`config.mk`:
```
export PLATFORM = sky130hd
export DESIGN_NAME = smc_seq_ctrl
export DESIGN_NICKNAME = d
export VERILOG_FILES = /design/src/rtl/smc_seq_ctrl.sv
export SDC_FILE = /design/constraint.sdc
export NUM_CORES = 1
export LEC_CHECK = 0
export CAP_MARGIN = 30
export CORE_UTILIZATION = 49
export CTS_CLUSTER_SIZE = 28
export DETAILED_ROUTE_END_ITERATION = 7
export GPL_TIMING_DRIVEN = 0
export PLACE_DENSITY = 0.88
export SLEW_MARGIN = 10
export SYNTH_ARGS = -nofsm -noshare
export SYNTH_HDL_FRONTEND = slang
export SYNTH_SLANG_ARGS = --single-unit
```
`constraint.sdc`:
```
create_clock -name clk -period 4.2 [get_ports clk]
set_input_delay 1.26 -clock clk [delete_from_list [all_inputs] [get_ports clk]]
set_output_delay 1.26 -clock clk [all_outputs]
set_load 0.005 [all_outputs]
```
`src/rtl/smc_seq_ctrl.sv`:
```
// smc_seq_ctrl: serial operand collector and sequencer for the sort/compute datapath.
// Optional macro RES_PIPE_EN adds a second result register stage (latency 3).
module smc_seq_ctrl #(
    parameter int IN_W   = 4,
    parameter int OUT_W  = 10,
    parameter int NUM_OP = 6
) (
    input  logic             clk,
    input  logic             rst_n,
    input  logic             in_valid,
    input  logic [IN_W-1:0]  in_data,
    input  logic [2:0]       in_opt,
    input  logic             in_equ,
    output logic             busy,
    output logic             out_valid,
    output logic [OUT_W-1:0] out_n,
    output logic             err,
    output logic [IN_W-1:0]  dp_in_n0,
    output logic [IN_W-1:0]  dp_in_n1,
    output logic [IN_W-1:0]  dp_in_n2,
    output logic [IN_W-1:0]  dp_in_n3,
    output logic [IN_W-1:0]  dp_in_n4,
    output logic [IN_W-1:0]  dp_in_n5,
    output logic [2:0]       dp_opt,
    output logic             dp_equ,
    input  logic [OUT_W-1:0] dp_out_n
);

`ifdef RES_PIPE_EN
    typedef enum logic [2:0] {IDLE, LOAD, CALC, CALC2, OUT} state_t;
`else
    typedef enum logic [2:0] {IDLE, LOAD, CALC, OUT} state_t;
`endif

    localparam logic [2:0] LAST = 3'(NUM_OP - 1);

    state_t            state_q, state_d;
    logic [2:0]        cnt_q, cnt_d;
    logic [2:0]        slot;
    logic              cap, first, abort;
    logic [IN_W-1:0]   ops_q [NUM_OP];
    logic [2:0]        opt_q;
    logic              equ_q;
    logic              err_q;
    logic [OUT_W-1:0]  res_q;
    logic [OUT_W-1:0]  res_out;

    // Next state, capture strobes and abort detection.
    // OUT accepts a new first nibble so back-to-back packets lose nothing.
    always_comb begin
        state_d = state_q;
        cnt_d   = cnt_q;
        cap     = 1'b0;
        first   = 1'b0;
        abort   = 1'b0;
        unique case (state_q)
            IDLE, OUT: begin
                if (in_valid) begin
                    cap     = 1'b1;
                    first   = 1'b1;
                    cnt_d   = 3'd1;
                    state_d = LOAD;
                end else begin
                    cnt_d   = 3'd0;
                    state_d = IDLE;
                end
            end
            LOAD: begin
                if (in_valid) begin
                    cap = 1'b1;
                    if (cnt_q == LAST) begin
                        cnt_d   = 3'd0;
                        state_d = CALC;
                    end else begin
                        cnt_d = cnt_q + 3'd1;
                    end
                end else begin
                    abort   = 1'b1;
                    cnt_d   = 3'd0;
                    state_d = IDLE;
                end
            end
`ifdef RES_PIPE_EN
            CALC:  state_d = CALC2;
            CALC2: state_d = OUT;
`else
            CALC:  state_d = OUT;
`endif
            default: state_d = IDLE;
        endcase
    end

    assign slot = first ? 3'd0 : cnt_q;

    // State, counter and error pulse registers.
    always_ff @(posedge clk or negedge rst_n) begin
        if (!rst_n) begin
            state_q <= IDLE;
            cnt_q   <= 3'd0;
            err_q   <= 1'b0;
        end else begin
            state_q <= state_d;
            cnt_q   <= cnt_d;
            err_q   <= abort;
        end
    end

    // Operand and opt/equ capture; regs only move on accepted nibbles.
    always_ff @(posedge clk or negedge rst_n) begin
        if (!rst_n) begin
            for (int i = 0; i < NUM_OP; i++) ops_q[i] <= '0;
            opt_q <= 3'd0;
            equ_q <= 1'b0;
        end else if (cap) begin
            ops_q[slot] <= in_data;
            if (first) begin
                opt_q <= in_opt;
                equ_q <= in_equ;
            end
        end
    end

    // Result capture at the end of CALC.
    always_ff @(posedge clk or negedge rst_n) begin
        if (!rst_n) res_q <= '0;
        else if (state_q == CALC) res_q <= dp_out_n;
    end

`ifdef RES_PIPE_EN
    logic [OUT_W-1:0] res2_q;

    // Second result stage for a pipelined or timing-critical datapath.
    always_ff @(posedge clk or negedge rst_n) begin
        if (!rst_n) res2_q <= '0;
        else if (state_q == CALC2) res2_q <= res_q;
    end

    assign res_out = res2_q;
`else
    assign res_out = res_q;
`endif

    assign busy      = (state_q != IDLE);
    assign out_valid = (state_q == OUT);
    assign out_n     = out_valid ? res_out : '0;
    assign err       = err_q;

    assign dp_in_n0 = ops_q[0];
    assign dp_in_n1 = ops_q[1];
    assign dp_in_n2 = ops_q[2];
    assign dp_in_n3 = ops_q[3];
    assign dp_in_n4 = ops_q[4];
    assign dp_in_n5 = ops_q[5];
    assign dp_opt   = opt_q;
    assign dp_equ   = equ_q;

endmodule

```
=== Word-level counts from Yosys, hierarchy flattened ===
Cells that the tools add are included.

* Add/sub/neg operators: 1
* $lt $le $gt $ge: 2
* Equality and inequality tests: 5
* Multiplexer cells: 17
* Bitwise gates (word level): 1
* Reduce and logical (&&, ||, !) cells: 7

{| class="wikitable"
|+ Operators with widths
! kind !! number
|-
| 24-bit bitwise mux || 1
|-
| 3-bit 2-to-1 mux || 5
|-
| 4-bit demux with 3-bit select || 1
|-
| 10-bit 2-to-1 mux || 1
|-
| 3-bit one-hot mux with 3 select lines || 1
|-
| 3-bit by 2-bit == test with 1-bit output, second input constant || 2
|-
| 1-bit 2-to-1 mux || 6
|-
| 3-bit one-hot mux with 2 select lines || 1
|-
| 4-bit greater-or-equal comparator, second input constant || 1
|-
| 4-bit by 1-bit less-than comparator with 1-bit output, second input constant || 1
|-
| 4-bit 2-to-1 mux || 1
|-
| 3-bit inverter with 4-bit output || 1
|-
| 3-bit by 1-bit adder with 3-bit output, second input constant || 1
|-
| 3-bit by 1-bit == test with 1-bit output, second input constant || 1
|-
| 3-bit == test, second input constant || 1
|-
| 3-bit logical NOT || 1
|-
| 3-bit != test, second input constant || 1
|-
| 3-bit nonzero test || 1
|-
| 3-bit OR reduction || 1
|-
| 2-bit AND reduction || 1
|-
| 2-bit nonzero test || 1
|-
| 2-bit OR reduction || 1
|-
| 1-bit logical AND || 1
|}

* Register bits: 45
* Bits of input ports: 21
* Output and inout bits: 41
* Logic and storage cells: 45

=== Longest topological paths before layout ===
Gate-level depths: netlist of run 1.

* Word-level depth: 10
* Depth in mapped cells: 6
* Depth with buffers taken out: 5

=== Worst setup path after synthesis of run 1 ===
No wires, ideal clock.

* Path kind: input-to-reg
* Start point: in in_valid
* End point: reg equ_q (netlist: dp_equ)
* Setup time: 0.125 ns
* Arrival time: 2.068 ns
* Required time: 4.075 ns
* Setup slack: 2.008 ns
* Cell stages on the path: 3
* Path buffers: 1
* Path through: buf_4 nor2b_1 mux2_2

* Cells in the longest elaborated chain, start to end: 3
* Elaborated cells between the ends (all ways): 4
* Those cells by class: 3 x mux; 1 x reduce/logical

{| class="wikitable"
|+ Ends and longest elaborated chain
! element !! line !! RTL
|-
| start, declared || 10 || <nowiki>input logic in_valid,</nowiki>
|-
| 1-bit 2-to-1 mux * || 58, 69 ||
|-
| 1-bit 2-to-1 mux (on tied branches) || n/a ||
|-
| 2-bit AND reduction (no source line) * || n/a ||
|-
| end signal, assigned || 118 || <nowiki>equ_q <= in_equ;</nowiki>
|-
| end, declared || 43 || <nowiki>logic equ_q;</nowiki>
|}

Every way passes the cells marked *; elsewhere a longest branch is shown, timed or not.
A chain may end at the register's enable or synchronous reset.

=== Final worst setup path of run 1 ===
* Start point: reg state_q[1]
* End point: out out_n[8]

* Cells in the longest elaborated chain, start to end: 2

{| class="wikitable"
|+ Ends and longest elaborated chain
! element !! line !! RTL
|-
| start, declared || 37 || <nowiki>state_t state_q, state_d;</nowiki>
|-
| start signal, assigned || 102 || <nowiki>state_q <= state_d;</nowiki>
|-
| 3-bit by 2-bit == test with 1-bit output || 144 || <nowiki>assign out_valid = (state_q == OUT);</nowiki>
|-
| 10-bit 2-to-1 mux || 145 || <nowiki>assign out_n = out_valid ? res_out : '0;</nowiki>
|-
| end, declared || 16 || <nowiki>output logic [OUT_W-1:0] out_n,</nowiki>
|}

No other way between the ends.

==> results of run 1 <==
[metrics by stage]
| stage | setup slack, ps | cell area (um^2) | util | instances |
|---|---|---|---|---|
| finish | 1200 | 2730 | 0.728 | 249 |
| floorplan | 2010 | 1950 | - | 132 |
| global route | 1070 | 2730 | 0.728 | 249 |
| detailed placement | 1530 | 2640 | 0.704 | 241 |
| CTS | 1190 | 2730 | 0.728 | 249 |
| global placement | 881 | 2610 | 0.698 | 240 |
[worst max-delay path, delay by kind of cell (launching register included)]
kind	cells	cell delay (ps)
AND/OR/NAND/NOR	1	190
flip-flops	1	400
adder cells (fa/ha/maj)	1	350
buffers and inverters	1	500
[report_power, final]
part           total, W  internal, W  leakage (nW)  switching [W]
Clock          0.000261     0.000134        0.0455       0.000127
Combinational  0.000272     0.000186         0.633      0.0000858
Sequential     0.000535     0.000495         0.578      0.0000394
Total           0.00107     0.000815          1.26       0.000252
[flip-flops by register name, summed over array words and instances (netlist names)]
name / cells
cnt_q: 3
dp_equ: 1
dp_in_n0: 4
dp_in_n1: 4
dp_in_n2: 4
dp_in_n3: 4
dp_in_n4: 4
dp_in_n5: 4
dp_opt: 3
err: 1
res_out: 10
state_q: 2
[layout make-up]
class	instances	area, um^2	area share
inverter	4	15.0	0.00551
tap	48	60.1	0.0220
buffer	4	37.5	0.0138
sequential	44	1100	0.404
timing repair buffer	61	623	0.229
clock buffer	8	90.1	0.0330
multi-input combinational	80	800	0.293
[placed cells by master (no fill, tap or decap), types with 4 or more instances in the layout]
| cell | netlist | routed |
|---|---|---|
| nand2_1 | 5 | 5 |
| mux2_2 | 25 | 25 |
| ha_1 | 4 | 4 |
| dfrtp_1 | 44 | 44 |
| clkdlybuf4s50_1 | 0 | 59 |
| clkbuf_8 | 1 | 7 |
| and2_1 | 10 | 10 |
| inv_1 | 4 | 4 |
| mux2_1 | 6 | 6 |
| mux2_4 | 8 | 8 |
[metal layers]
layer | vias up | track usage
met5 | - | 0
met4 | 0 | 0.0734
met3 | 5 | 0.0521
met2 | 42 | 0.371
met1 | 644 | 0.252
li1 | 600 | -
[cell families (layout without fill, tap and decap cells)]
| kind of cell | count (synthesis) | count (layout) |
|---|---|---|
| flops | 44 | 44 |
| mux | 40 | 40 |
| simple gates | 29 | 29 |
| buf+inv | 8 | 77 |
| compound gates | 7 | 7 |
| fa+ha+maj | 4 | 4 |
[path summary, 6_finish.rpt]
| kind | startpoint | endpoint | cells past startpoint |
|---|---|---|---|
| setup / recovery | state_q[1] | out_n[8] | 3 |
| hold / removal | dp_in_n3[2] | dp_in_n3[2] | 1 |
| setup reg to reg | state_q[0] | dp_opt[2] | 4 |
| hold reg to reg | dp_in_n3[2] | dp_in_n3[2] | 1 |
| max in group asynchronous | rst_n | dp_opt[2] | 2 |
| min in group asynchronous | rst_n | dp_in_n1[3] | 1 |
==> impl_metrics.json, run 1 <==
{
  "outcome": "finished clean",
  "die_w_um": 65.1,
  "min_path_type": "reg2reg",
  "synth_common_cells": "dfrtp_1, mux2_2, and2_1",
  "ys_seq_elements": 44,
  "ios": 62,
  "fmax_mhz": 334,
  "gp_congestion": 0.695,
  "rsz0062_at_grt": "false",
  "numCtsBuffers": 5,
  "yosys.area_share.adder": 0.0256,
  "grtUsageTotal": 0.211,
  "rows": 22,
  "p_total_w": 0.00107,
  "postCtsSetupBuffers": 0,
  "synth_mux_area_frac": 0.245,
  "min_period_ps": 3000,
  "r2r_setup_slack_ps": 2440,
  "wl_mm": 3.79,
  "tns_ps": 0,
  "fillCellCount": 268,
  "area_growth_pct": 39.6,
  "ctsResizeCount": 0,
  "power.density_nw_per_um2": 391,
  "critPathKind": "reg2out",
  "cp_cell_sequence": "ha_1 > and2_1 > clkdlybuf4s50_1",
  "grt_pass1_vias": 1365,
  "antenna_found_initial": 0,
  "finalSetupViolCount": 0,
  "finalHoldWorstSlack_ps": 490,
  "core-area_um2": 3740,
  "route.top_layer_used": "met4",
  "slew_violations": 0,
  "tritoncts": "yes",
  "grt_start_max_net_pins": 27,
  "portBuffers": 60,
  "drtIter0Drc": 34,
  "die_area_um2": 4240,
  "critical_path_required_ps": 2940,
  "grt_pass1_wl_mm": 6.64,
  "clockBufferDepth": 2,
  "netlist_area_um2": 1950,
  "wl_met3_um": 210,
  "htreeDepth": 2,
  "ys_top_cells_by_area": "dfrtp_1, mux2_2, mux2_4",
  "crit_path_end_kind": "output pin",
  "critPathMaxStageDelay_ps": 500,
  "place_hpwl_mm": 2.92,
  "fp.dieH_um": 65.1,
  "cts.sinks": 44,
  "fin_crit_sh": 0.713,
  "tightest_slew_ps": 445,
  "synth_fp_nets": 157,
  "synth_edf_count": 0,
  "yosys.area_share.simple": 0.112,
  "drcViolationCount": 0,
  "ys_async_sr_fraction": 1.00,
  "synth_top_family_by_area": "multiplexers",
  "synth_most_common_cell": "dfrtp_1",
  "synth_compound_area_frac": 0.0263,
  "synth-xor-area-share": 0,
  "slowest_stage": "clkdlybuf4s50_1",
  "initial_core_util": 0.522,
  "syn_inst": 132,
  "cts_hold_buf": 0,
  "yosysWarnings": 0,
  "synth_top_area_share": 0.564,
  "wire_per_inst_um": 15.2,
  "first_pass_iters": 4,
  "leakage_nw": 1.26,
  "worst_clock_skew_ps": 4.98,
  "cts_root_buf": "clkbuf_8",
  "clk_pin_slew_ps": 70,
  "antennaDiodeCount": 0,
  "layout-drive-gt1-share": 0.264,
  "crit_path_start_kind": "register",
  "viasPerCell": 5.18,
  "yosysSeqAreaShare": 0.564,
  "worst_ep_arrival_time_ps": 1740,
  "ir_drop_v": 0.000261,
  "syn_avg_cell_area_um2": 14.8,
  "hold_viol_final": 0,
  "dr_wl_met2_mm": 2.03,
  "slew_headroom": 0.703,
  "synth_flop_cell": "dfrtp_1",
  "ys_types": 31,
  "cp_max_fo": 11,
  "cap_violations": 0,
  "vias": 1291,
  "layout.nets": 225,
  "final_antenna_net_count": 0,
  "yosysTopAreaCell": "dfrtp_1",
  "gr-total-overflow": 0,
  "wl_met1_mm": 1.50,
  "clock_latency_ps": 300
}
Power figures use the tool's default switching activity.
==> run 2, diff against run 1 <==
--- a/config.mk
+++ b/config.mk
@@ -6,11 +6,11 @@
 export NUM_CORES = 1
 export LEC_CHECK = 0
 export CAP_MARGIN = 30
-export CORE_UTILIZATION = 49
+export CORE_UTILIZATION = 41
 export CTS_CLUSTER_SIZE = 28
 export DETAILED_ROUTE_END_ITERATION = 7
 export GPL_TIMING_DRIVEN = 0
-export PLACE_DENSITY = 0.88
+export PLACE_DENSITY = 0.79
 export SLEW_MARGIN = 10
 export SYNTH_ARGS = -nofsm -noshare
 export SYNTH_HDL_FRONTEND = slang
==> constraint.sdc (replaced) <==
create_clock -name clk -period 2.5 [get_ports clk]
set_input_delay 0.75 -clock clk [delete_from_list [all_inputs] [get_ports clk]]
set_output_delay 0.75 -clock clk [all_outputs]
set_load 0.005 [all_outputs]
==> impl_metrics.json, run 2 (synthesized netlist as in run 1, its figures left out) <==
{
  "outcome": "finished, violations left",
  "violations": "DRC",
  "drtIter0Drc": 53,
  "gp_congestion": 0.826,
  "vias": 1277,
  "use_met1": 0.210,
  "min_path_type": "in2async",
  "critPathMaxStageDelay_ps": 500,
  "cp_cell_sequence": "ha_2 > and2_1 > clkdlybuf4s50_1",
  "die_area_um2": 5040,
  "fillCellCount": 320,
  "cts.sinks": 44,
  "layout.nets": 225,
  "leakage_nw": 1.25,
  "final_cell_mix": "clkdlybuf4s50_1, dfrtp_1, mux2_2",
  "final_cells": 252,
  "ios": 62,
  "critPathKind": "reg2out",
  "fp.dieH_um": 71.0,
  "use_met3": 0.0442,
  "largest_reg_flops": 10,
  "clockBufferDepth": 2,
  "wire_per_inst_um": 15.8,
  "power.density_nw_per_um2": 649,
  "initial_core_util": 0.437,
  "slowest_stage": "clkdlybuf4s50_1",
  "crit_buf_inv": 1,
  "ir_drop_v": 0.000337,
  "place_hpwl_mm": 2.96,
  "tightest_slew_ps": 424,
  "crit_path_end_kind": "output pin",
  "drcViolationCount": 6,
  "fmax_mhz": 414,
  "final_antenna_net_count": 0,
  "path_delay_family": "buffers and inverters",
  "die_w_um": 71.0,
  "crit_path_start_kind": "register",
  "clk_pin_slew_ps": 70,
  "fin_crit_sh": 0.966,
  "antenna_found_initial": 0,
  "cap_violations": 0,
  "antennaDiodeCount": 0,
  "clock_latency_ps": 290,
  "critical_path_required_ps": 1750,
  "grt_start_max_net_pins": 37,
  "min_period_ps": 2410,
  "core-area_um2": 4470,
  "portBuffers": 60,
  "viasPerCell": 5.07,
  "gr-total-overflow": 0,
  "hold_viol_final": 0,
  "r2r_setup_slack_ps": 760,
  "final_common_cell": "clkdlybuf4s50_1",
  "area_growth_pct": 38.9,
  "layout-drive-gt1-share": 0.270,
  "grt_pass1_wl_mm": 6.49,
  "wl_mm": 3.97,
  "grtUsageMet2": 0.286,
  "rsz0062_at_grt": "false",
  "worst_clock_skew_ps": 3.54,
  "numCtsBuffers": 5,
  "slew_headroom": 0.717,
  "htreeDepth": 2,
  "tns_ps": 0,
  "grt_pass1_vias": 1350,
  "finalSetupViolCount": 0,
  "cp_max_fo": 11,
  "worst_ep_arrival_time_ps": 1660,
  "tritoncts": "yes",
  "top_usage_layer": "met2",
  "grtUsageTotal": 0.169,
  "rows": 24,
  "first_pass_iters": 7,
  "cts_root_buf": "clkbuf_8",
  "slew_violations": 0,
  "dp_cells": 245
}
[run 2: cell count changes in the layout (fill, tap and decap cells not counted), sizes merged]
cell    delta
clkbuf     -2
clkinv     +1
[run 2: worst paths after layout]
path,from,to,depth (start not counted)
max,state_q[1],out_n[9],3
min in group clk,dp_in_n3[0],dp_in_n3[0],1
max reg2reg,state_q[0],dp_in_n3[2],6
min,rst_n,dp_in_n1[3],1
max in group asynchronous,rst_n,cnt_q[2],2
min reg2reg,dp_in_n3[0],dp_in_n3[0],1
[run 2: power by group]
part,internal (W),switching [W],total [W],leakage (nW)
Sequential,0.000832,0.0000652,0.000897,0.578
Clock,0.000190,0.000217,0.000406,0.0410
Combinational,0.000311,0.000146,0.000457,0.627
[run 2: layer usage]
metal | up-vias | part of all wire
met3 | 7 | 0.064
met1 | 620 | 0.44
met4 | 0 | 0.016
met2 | 56 | 0.48
met5 | - | 0
li1 | 594 | -
[run 2: timing repair]
action,4_1_cts,5_1_grt
hold buffers,0,0
gates resized for setup,1,0
endpoints found under the setup margin,6,0
buffers inserted,0,0
[run 2: final cells by class]
type,count,area [um^2],area share
clock inverters,1,5.00,0.00184
inverters,4,15.0,0.00553
plain buffers,4,37.5,0.0138
flip-flops and latches,44,1100,0.406
repair buffers,61,616,0.227
well taps,52,65.1,0.0240
multi-input cells,80,802,0.296
clock buffers,6,72.6,0.0267
[run 2: metrics by stage]
step | area (um^2) | setup slack, ps | total power [W] | hold WS, ps | utilization
5_1_grt | 2710 | 16.4 | 0.00186 | 303 | 0.607
6_report | 2710 | 85.2 | 0.00176 | 304 | 0.607
3_5_place_dp | 2630 | 337 | 0.00137 | 481 | 0.589
3_3_place_gp | 2620 | -323 | 0.00135 | 476 | 0.585
2_1_floorplan | 1950 | 818 | 0.00107 | 454 | -
4_1_cts | 2710 | 66.2 | 0.00178 | 299 | 0.607
